## config.mk

```make
export PLATFORM = sky130hd
export DESIGN_NAME = mult_div_unit_flat
export DESIGN_NICKNAME = d
export VERILOG_FILES = /design/src/rtl/mult_div_unit_if.sv /design/src/rtl/mult_div_unit.sv /design/src/flat_wrapper.sv
export SDC_FILE = /design/constraint.sdc
export NUM_CORES = 1
export LEC_CHECK = 0
export CAP_MARGIN = 15
export CORE_MARGIN = 2
export CORE_UTILIZATION = 55
export DETAILED_ROUTE_END_ITERATION = 10
export GPL_TIMING_DRIVEN = 0
export PLACE_DENSITY = 0.8
export RECOVER_POWER = 50
export SYNTH_ARGS = -nofsm -noshare
export SYNTH_HDL_FRONTEND = slang
export SYNTH_SLANG_ARGS = --single-unit
export TNS_END_PERCENT = 10
```

## constraint.sdc

```tcl
create_clock -name clk -period 15.03 [get_ports clk]
set_input_delay 2.2545 -clock clk [delete_from_list [all_inputs] [get_ports clk]]
set_output_delay 2.2545 -clock clk [all_outputs]
set_load 0.01 [all_outputs]
```

## src/rtl/mult_div_unit_if.sv

```systemverilog
// ---------------------------------------------------------------------------
// mult_div_unit_if
// Request/result bundle between the EX-stage control and the HI/LO
// multiply/divide unit.
//
// Signals:
//   start  request strobe, sampled on the rising clock edge
//   op     000 MULT, 001 MULTU, 010 DIV, 011 DIVU, 100 MTHI, 101 MTLO,
//          11x no-op
//   a      rs operand (dividend / multiplicand / MTHI-MTLO source)
//   b      rt operand (divisor / multiplier)
//   hi     architectural HI register
//   lo     architectural LO register
//   busy   high while a multiply/divide is in progress
//   done   one-cycle pulse after HI/LO are committed by a mul/div
//
// Modports:
//   master  issues requests (pipeline side, testbench)
//   slave   the unit itself
// ---------------------------------------------------------------------------
interface mult_div_unit_if #(
  parameter int WIDTH = 32
);

  logic             start;
  logic [2:0]       op;
  logic [WIDTH-1:0] a;
  logic [WIDTH-1:0] b;
  logic [WIDTH-1:0] hi;
  logic [WIDTH-1:0] lo;
  logic             busy;
  logic             done;

  modport master (
    output start, op, a, b,
    input  hi, lo, busy, done
  );

  modport slave (
    input  start, op, a, b,
    output hi, lo, busy, done
  );

endinterface

```

## src/rtl/mult_div_unit.sv

```systemverilog
// ---------------------------------------------------------------------------
// mult_div_unit
// Iterative multiply/divide unit holding the MIPS32 HI/LO registers.
// MULT/MULTU use shift-add and DIV/DIVU use restoring division, one bit per
// clock for WIDTH clocks, followed by a single fix-up clock that applies the
// sign correction and commits HI/LO. MTHI/MTLO complete in one clock.
//
// Ports:
//   clk    system clock, rising-edge active
//   reset  asynchronous, active-high reset
//   bus    mult_div_unit_if.slave (start/op/a/b in, hi/lo/busy/done out)
// ---------------------------------------------------------------------------
module mult_div_unit #(
  parameter int WIDTH = 32
) (
  input  logic                  clk,
  input  logic                  reset,
  mult_div_unit_if.slave        bus
);

  localparam int CW = $clog2(WIDTH + 1);

  typedef enum logic [1:0] {
    IDLE = 2'd0,
    RUN  = 2'd1,
    FIX  = 2'd2
  } state_t;

  state_t r_state;
  state_t w_nextState;

  logic [CW-1:0]    r_count;
  logic             r_isDiv;
  logic             r_negLo;
  logic             r_negHi;
  logic             r_divZero;
  logic [WIDTH-1:0] r_rawA;
  logic [WIDTH-1:0] r_operB;
  // r_accHi is one bit wider than a word so the multiply add keeps its carry
  logic [WIDTH:0]   r_accHi;
  logic [WIDTH-1:0] r_low;
  logic [WIDTH-1:0] r_hi;
  logic [WIDTH-1:0] r_lo;
  logic             r_done;

  logic             w_accept;
  logic             w_lastIter;
  logic             w_signedOp;
  logic [WIDTH-1:0] w_absA;
  logic [WIDTH-1:0] w_absB;
  logic [WIDTH:0]   w_mulSum;
  logic [WIDTH:0]   w_divShifted;
  logic [WIDTH+1:0] w_divTrial;
  logic             w_qBit;
  logic [2*WIDTH-1:0] w_prodMag;
  logic [2*WIDTH-1:0] w_prodFinal;
  logic [WIDTH-1:0] w_quotFinal;
  logic [WIDTH-1:0] w_remFinal;

  // Operand conditioning: signed ops iterate on magnitudes and fix the sign
  // at the end, so the core loops only ever see unsigned values.
  assign w_signedOp = ~bus.op[0];
  assign w_absA     = (w_signedOp && bus.a[WIDTH-1]) ? -bus.a : bus.a;
  assign w_absB     = (w_signedOp && bus.b[WIDTH-1]) ? -bus.b : bus.b;
  assign w_lastIter = (r_count == CW'(WIDTH - 1));

  // One shift-add step: r_low holds the not-yet-consumed multiplier bits in
  // its low end and the finished product bits shift in at the top.
  assign w_mulSum = r_low[0] ? (r_accHi + {1'b0, r_operB}) : r_accHi;

  // One restoring-divide step: shift the next dividend bit into the partial
  // remainder and try subtracting the divisor; the sign of the trial decides
  // the quotient bit and whether the remainder is restored.
  assign w_divShifted = {r_accHi[WIDTH-1:0], r_low[WIDTH-1]};
  assign w_divTrial   = {1'b0, w_divShifted} - {2'b00, r_operB};
  assign w_qBit       = ~w_divTrial[WIDTH+1];

  // Fix-up values. Negating the magnitude results gives truncation toward
  // zero and a remainder that follows the dividend. The 0x80000000 / -1
  // overflow comes out as 0x80000000 / 0 naturally because negating
  // 0x80000000 wraps back to itself.
  assign w_prodMag   = {r_accHi[WIDTH-1:0], r_low};
  assign w_prodFinal = r_negLo ? -w_prodMag : w_prodMag;
  assign w_quotFinal = r_negLo ? -r_low : r_low;
  assign w_remFinal  = r_negHi ? -r_accHi[WIDTH-1:0] : r_accHi[WIDTH-1:0];

  // State register for the control FSM.
  always_ff @(posedge clk or posedge reset) begin
    if (reset) begin
      r_state <= IDLE;
    end else begin
      r_state <= w_nextState;
    end
  end

  // Next-state logic: a mul/div request is only taken in IDLE, RUN lasts
  // exactly WIDTH edges, and FIX always returns to IDLE after one edge.
  always_comb begin
    w_nextState = r_state;
    w_accept    = 1'b0;
    case (r_state)
      IDLE: begin
        if (bus.start && !bus.op[2]) begin
          w_accept    = 1'b1;
          w_nextState = RUN;
        end
      end
      RUN: begin
        if (w_lastIter) begin
          w_nextState = FIX;
        end
      end
      FIX: begin
        w_nextState = IDLE;
      end
      default: begin
        w_nextState = IDLE;
      end
    endcase
  end

  // Datapath and architectural registers. HI/LO only move on an MTHI/MTLO
  // in IDLE or at the FIX edge, so a reset during RUN never exposes a
  // partial result. Requests arriving outside IDLE are dropped here simply
  // because only the IDLE branch looks at start.
  always_ff @(posedge clk or posedge reset) begin
    if (reset) begin
      r_count   <= '0;
      r_isDiv   <= 1'b0;
      r_negLo   <= 1'b0;
      r_negHi   <= 1'b0;
      r_divZero <= 1'b0;
      r_rawA    <= '0;
      r_operB   <= '0;
      r_accHi   <= '0;
      r_low     <= '0;
      r_hi      <= '0;
      r_lo      <= '0;
      r_done    <= 1'b0;
    end else begin
      r_done <= 1'b0;
      case (r_state)
        IDLE: begin
          if (w_accept) begin
            r_count   <= '0;
            r_isDiv   <= bus.op[1];
            r_negLo   <= w_signedOp & (bus.a[WIDTH-1] ^ bus.b[WIDTH-1]);
            r_negHi   <= w_signedOp & bus.a[WIDTH-1];
            r_divZero <= bus.op[1] && (bus.b == '0);
            r_rawA    <= bus.a;
            r_operB   <= w_absB;
            r_accHi   <= '0;
            r_low     <= w_absA;
          end else if (bus.start && (bus.op == 3'b100)) begin
            r_hi <= bus.a;
          end else if (bus.start && (bus.op == 3'b101)) begin
            r_lo <= bus.a;
          end
        end
        RUN: begin
          r_count <= r_count + CW'(1);
          if (r_isDiv) begin
            if (w_qBit) begin
              r_accHi <= w_divTrial[WIDTH:0];
            end else begin
              r_accHi <= w_divShifted;
            end
            r_low <= {r_low[WIDTH-2:0], w_qBit};
          end else begin
            r_accHi <= {1'b0, w_mulSum[WIDTH:1]};
            r_low   <= {w_mulSum[0], r_low[WIDTH-1:1]};
          end
        end
        FIX: begin
          r_done <= 1'b1;
          if (!r_isDiv) begin
            r_hi <= w_prodFinal[2*WIDTH-1:WIDTH];
            r_lo <= w_prodFinal[WIDTH-1:0];
          end else if (r_divZero) begin
            r_hi <= r_rawA;
            r_lo <= '1;
          end else begin
            r_hi <= w_remFinal;
            r_lo <= w_quotFinal;
          end
        end
        default: begin
        end
      endcase
    end
  end

  assign bus.hi   = r_hi;
  assign bus.lo   = r_lo;
  assign bus.busy = (r_state != IDLE);
  assign bus.done = r_done;

endmodule

```

## src/flat_wrapper.sv

```systemverilog
// flat-port wrapper written by rule: the top's interface ports become plain ports
module mult_div_unit_flat 
#(
  parameter int WIDTH = 32
)
  (clk, reset, bus_start, bus_op, bus_a, bus_b, bus_hi, bus_lo, bus_busy, bus_done);
  mult_div_unit_if #(.WIDTH(WIDTH)) bus_i ();
  input  logic clk;
  input  logic reset;
  input wire logic [$bits(bus_i.start)-1:0] bus_start;
  input wire logic [$bits(bus_i.op)-1:0] bus_op;
  input wire logic [$bits(bus_i.a)-1:0] bus_a;
  input wire logic [$bits(bus_i.b)-1:0] bus_b;
  output wire logic [$bits(bus_i.hi)-1:0] bus_hi;
  output wire logic [$bits(bus_i.lo)-1:0] bus_lo;
  output wire logic [$bits(bus_i.busy)-1:0] bus_busy;
  output wire logic [$bits(bus_i.done)-1:0] bus_done;
  assign bus_i.start = bus_start;
  assign bus_i.op = bus_op;
  assign bus_i.a = bus_a;
  assign bus_i.b = bus_b;
  assign bus_hi = bus_i.hi;
  assign bus_lo = bus_i.lo;
  assign bus_busy = bus_i.busy;
  assign bus_done = bus_i.done;
  mult_div_unit #(.WIDTH(WIDTH)) u_core (.clk(clk), .reset(reset), .bus(bus_i));
endmodule
```

==> impl_metrics.tcl <==
set metrics [dict create \
    drv_cap 1 \
    path_clk_slew_ps 60 \
    n_fill_cell 2654 \
    die_x_um 178 \
    cts.path.max_buffers 3 \
    totalWireLength_um 65500 \
    cp.required_ps 15500 \
    fin_nets 2450 \
    power_frac_clock_pct 15.0 \
    tightest_slew_ps 3890 \
    die_h_um 178 \
    drtIter0Drc 2321 \
    arrival_ps 5790 \
    status "finished, violations left" \
    synth_warnings 0 \
    die-area_um2 31900 \
    hold_viol_final 0 \
    drive_gt1_share_pct 3.74 \
    syn_area_um2 16700 \
    pwr-share-seq_pct 23.5 \
    wl_per_cell_um 24.1 \
    setup_tns_ps 0 \
    slew_violations 82 \
    hpwlAfterDp_um 49800 \
    htree_levels 1 \
    avgSynthCellArea_um2 7.77 \
    synth_edf_count 0 \
    p_leak_uw 0.00787 \
    gr-usage-all-layers_pct 41.1 \
    postCtsResizedCells 0 \
    syn_to_final_growth_pct 15.8 \
    swShare_pct 48.8 \
    post-route-period-util_pct 35.4 \
    end_kind "flip-flop" \
    ios 136 \
    ant_nets 0 \
    synth.ff_latch_count 206 \
    startpoint_type "input pin" \
    cts_tree "built" \
    num_rows 63 \
    root_buffer "clkbuf_16" \
    core-area_um2 29800 \
    gp_congestion 1.02 \
    pwr-share-comb_pct 61.5 \
    syn_nets 2295 \
    antenna_found_initial 1 \
    vias 18000 \
    p_switching_uw 2110 \
    total_power_uw 4320 \
    synthDistinctLibCells 80 \
    grt_pass1_vias 17300 \
    crit_type "input pin to flip-flop" \
    hold_path.class "flip-flop to flip-flop" \
    postCtsSetupBuffers 0 \
    min_period_ps 5320 \
    cell_internal_pwr_uw 2210 \
    synth_cells 2154 \
    rsz0062_at_grt "no" \
    yosysTopAreaCellShare_pct 30.8 \
    clock_sinks 206 \
    synthTopCellsByCount "nand2_1 (332), o21ai_0 (237), dfrtp_1 (206), a21oi_1 (146), clkbuf_1 (146)" \
    violations "capacitance limit, slew limit" \
    drt-pass1-iter-count 6 \
    grt_max_degree 126 \
    synth_area_leaders "dfrtp_1 (31%), nand2_1 (7.4%), o21ai_0 (7.1%)" \
    yosys.area.top_type "dfrtp_1" \
    setup_viol_count_final 0 \
    area.sequential_um2 5150 \
    start_util_pct 56.2 \
    grt_pass1_wl_um 99600 \
    yosysSeqAreaShare_pct 30.8 \
    powerDensity_nw_per_um2 223 \
    insertion_delay_ps 560 \
    ir_drop_mv 0.137 \
    fmax_mhz 188 \
    grt_overflow 0 \
    yosysMostFrequentCell "nand2_1" \
    crit_fanout 6 \
    slew-limit-headroom_pct -161 \
    drc_errors 0 \
    cts_hold_buf 0 \
    numCtsBuffers 25 \
    synth-async-reset-ratio_pct 100 \
    synthFlopType "dfrtp_1" \
    multi_input_area_um2 10700 \
    fin_worst_skew_ps 16.7 \
    drt-vias-per-instance 6.62 \
    port_buffers 127 \
]
==> power by group through the flow <==
stage	Clock (uW)	Sequential, uW	Combinational [uW]
2_1_floorplan	0	961	1790
3_3_place_gp	0	1000	2530
3_5_place_dp	0	1010	2580
4_1_cts	646	1000	2600
5_1_grt	666	1030	2880
6_report	648	1010	2650
==> registers in the layout, summed over array words and instances, names as in the netlist <==
register          flops
u_core.bus.done       1
u_core.bus.hi        32
u_core.bus.lo        32
u_core.r_accHi       33
u_core.r_count        6
u_core.r_divZero      1
u_core.r_isDiv        1
u_core.r_low         32
u_core.r_negHi        1
u_core.r_negLo        1
u_core.r_operB       32
u_core.r_rawA        32
u_core.r_state        2
==> layer usage <==
layer  wire length, um  GRT usage, %  share of wire [%]
met5                 0             0                  0
met1             24800          50.5                 38
met2             29500          65.8                 45
met3              6000          6.73                9.2
met4              5240          28.7                8.0
==> placed cells by master (no fill, tap or decap), drive strengths merged, types with 53 or more instances in the layout <==
cell	n
nand2	332
o21ai	246
dfrtp	206
clkbuf	184
a21oi	146
nor2	105
xnor2	103
clkdlybuf4s50	95
ha	69
xor2	65
inv	62
nand3	53
o211ai	53
==> path summary, 6_finish.rpt <==
check                      cells after the start  slack, ps                  to              start
max                                           10       9710    u_core.r_low[28]           bus_a[5]
min                                            2        470   u_core.bus.lo[16]  u_core.bus.lo[16]
max reg2reg                                   12      10320   u_core.bus.hi[18]    u_core.r_low[0]
min reg2reg                                    2        470   u_core.bus.lo[16]  u_core.bus.lo[16]
max in group asynchronous                      2       9960  u_core.r_operB[17]              reset
min in group asynchronous                      2       3310    u_core.bus.lo[3]              reset
==> critical path, cell delays in order <==
cell             delay, ps
clkdlybuf4s50_1        580
nor4_2                 430
or3b_2                 510
or2_2                  340
nor4_2                 620
nand2_1                170
o41ai_1                460
xnor2_1                170
nor2_1                  60
o22ai_1                190
==> stage by stage <==
stage          cells  worst slack (ps)  hold WS (ps)  utilization [%]  area (um2)
5_1_grt         2717              9350           499             65.1       19400
3_5_place_dp    2672              9260           459             62.2       18500
6_report        2718              9710           472             65.1       19400
3_3_place_gp    2671              4290           455             62.1       18500
2_1_floorplan   2154              7150           438                -       16700
4_1_cts         2717              9780           475             65.1       19400
==> cells by family (layout without fill, tap and decap cells) <==
kind of cell	count (synthesis)	count (layout)	share of synthesized area [%]
flip-flops	206	206	30.8
other	0	1	0
adder cells (fa/ha/maj)	71	71	5.39
AND/OR/NAND/NOR	705	705	19.8
XOR/XNOR	168	168	8.79
multiplexers	58	58	3.51
AO/OA/AOI/OAI	711	711	26.4
buffers and inverters	235	408	5.41
==> area by class of cell <==
type | instances | share of cell area [%]
tap | 390 | 2.52
buffer | 173 | 3.47
clock buffer | 33 | 3.43
multi-input combinational | 1713 | 55.1
timing repair buffer | 128 | 6.70
antenna | 1 | 0.0129
clock inverter | 12 | 0.949
inverter | 62 | 1.21
sequential | 206 | 26.6
Power figures use the tool's default switching activity.
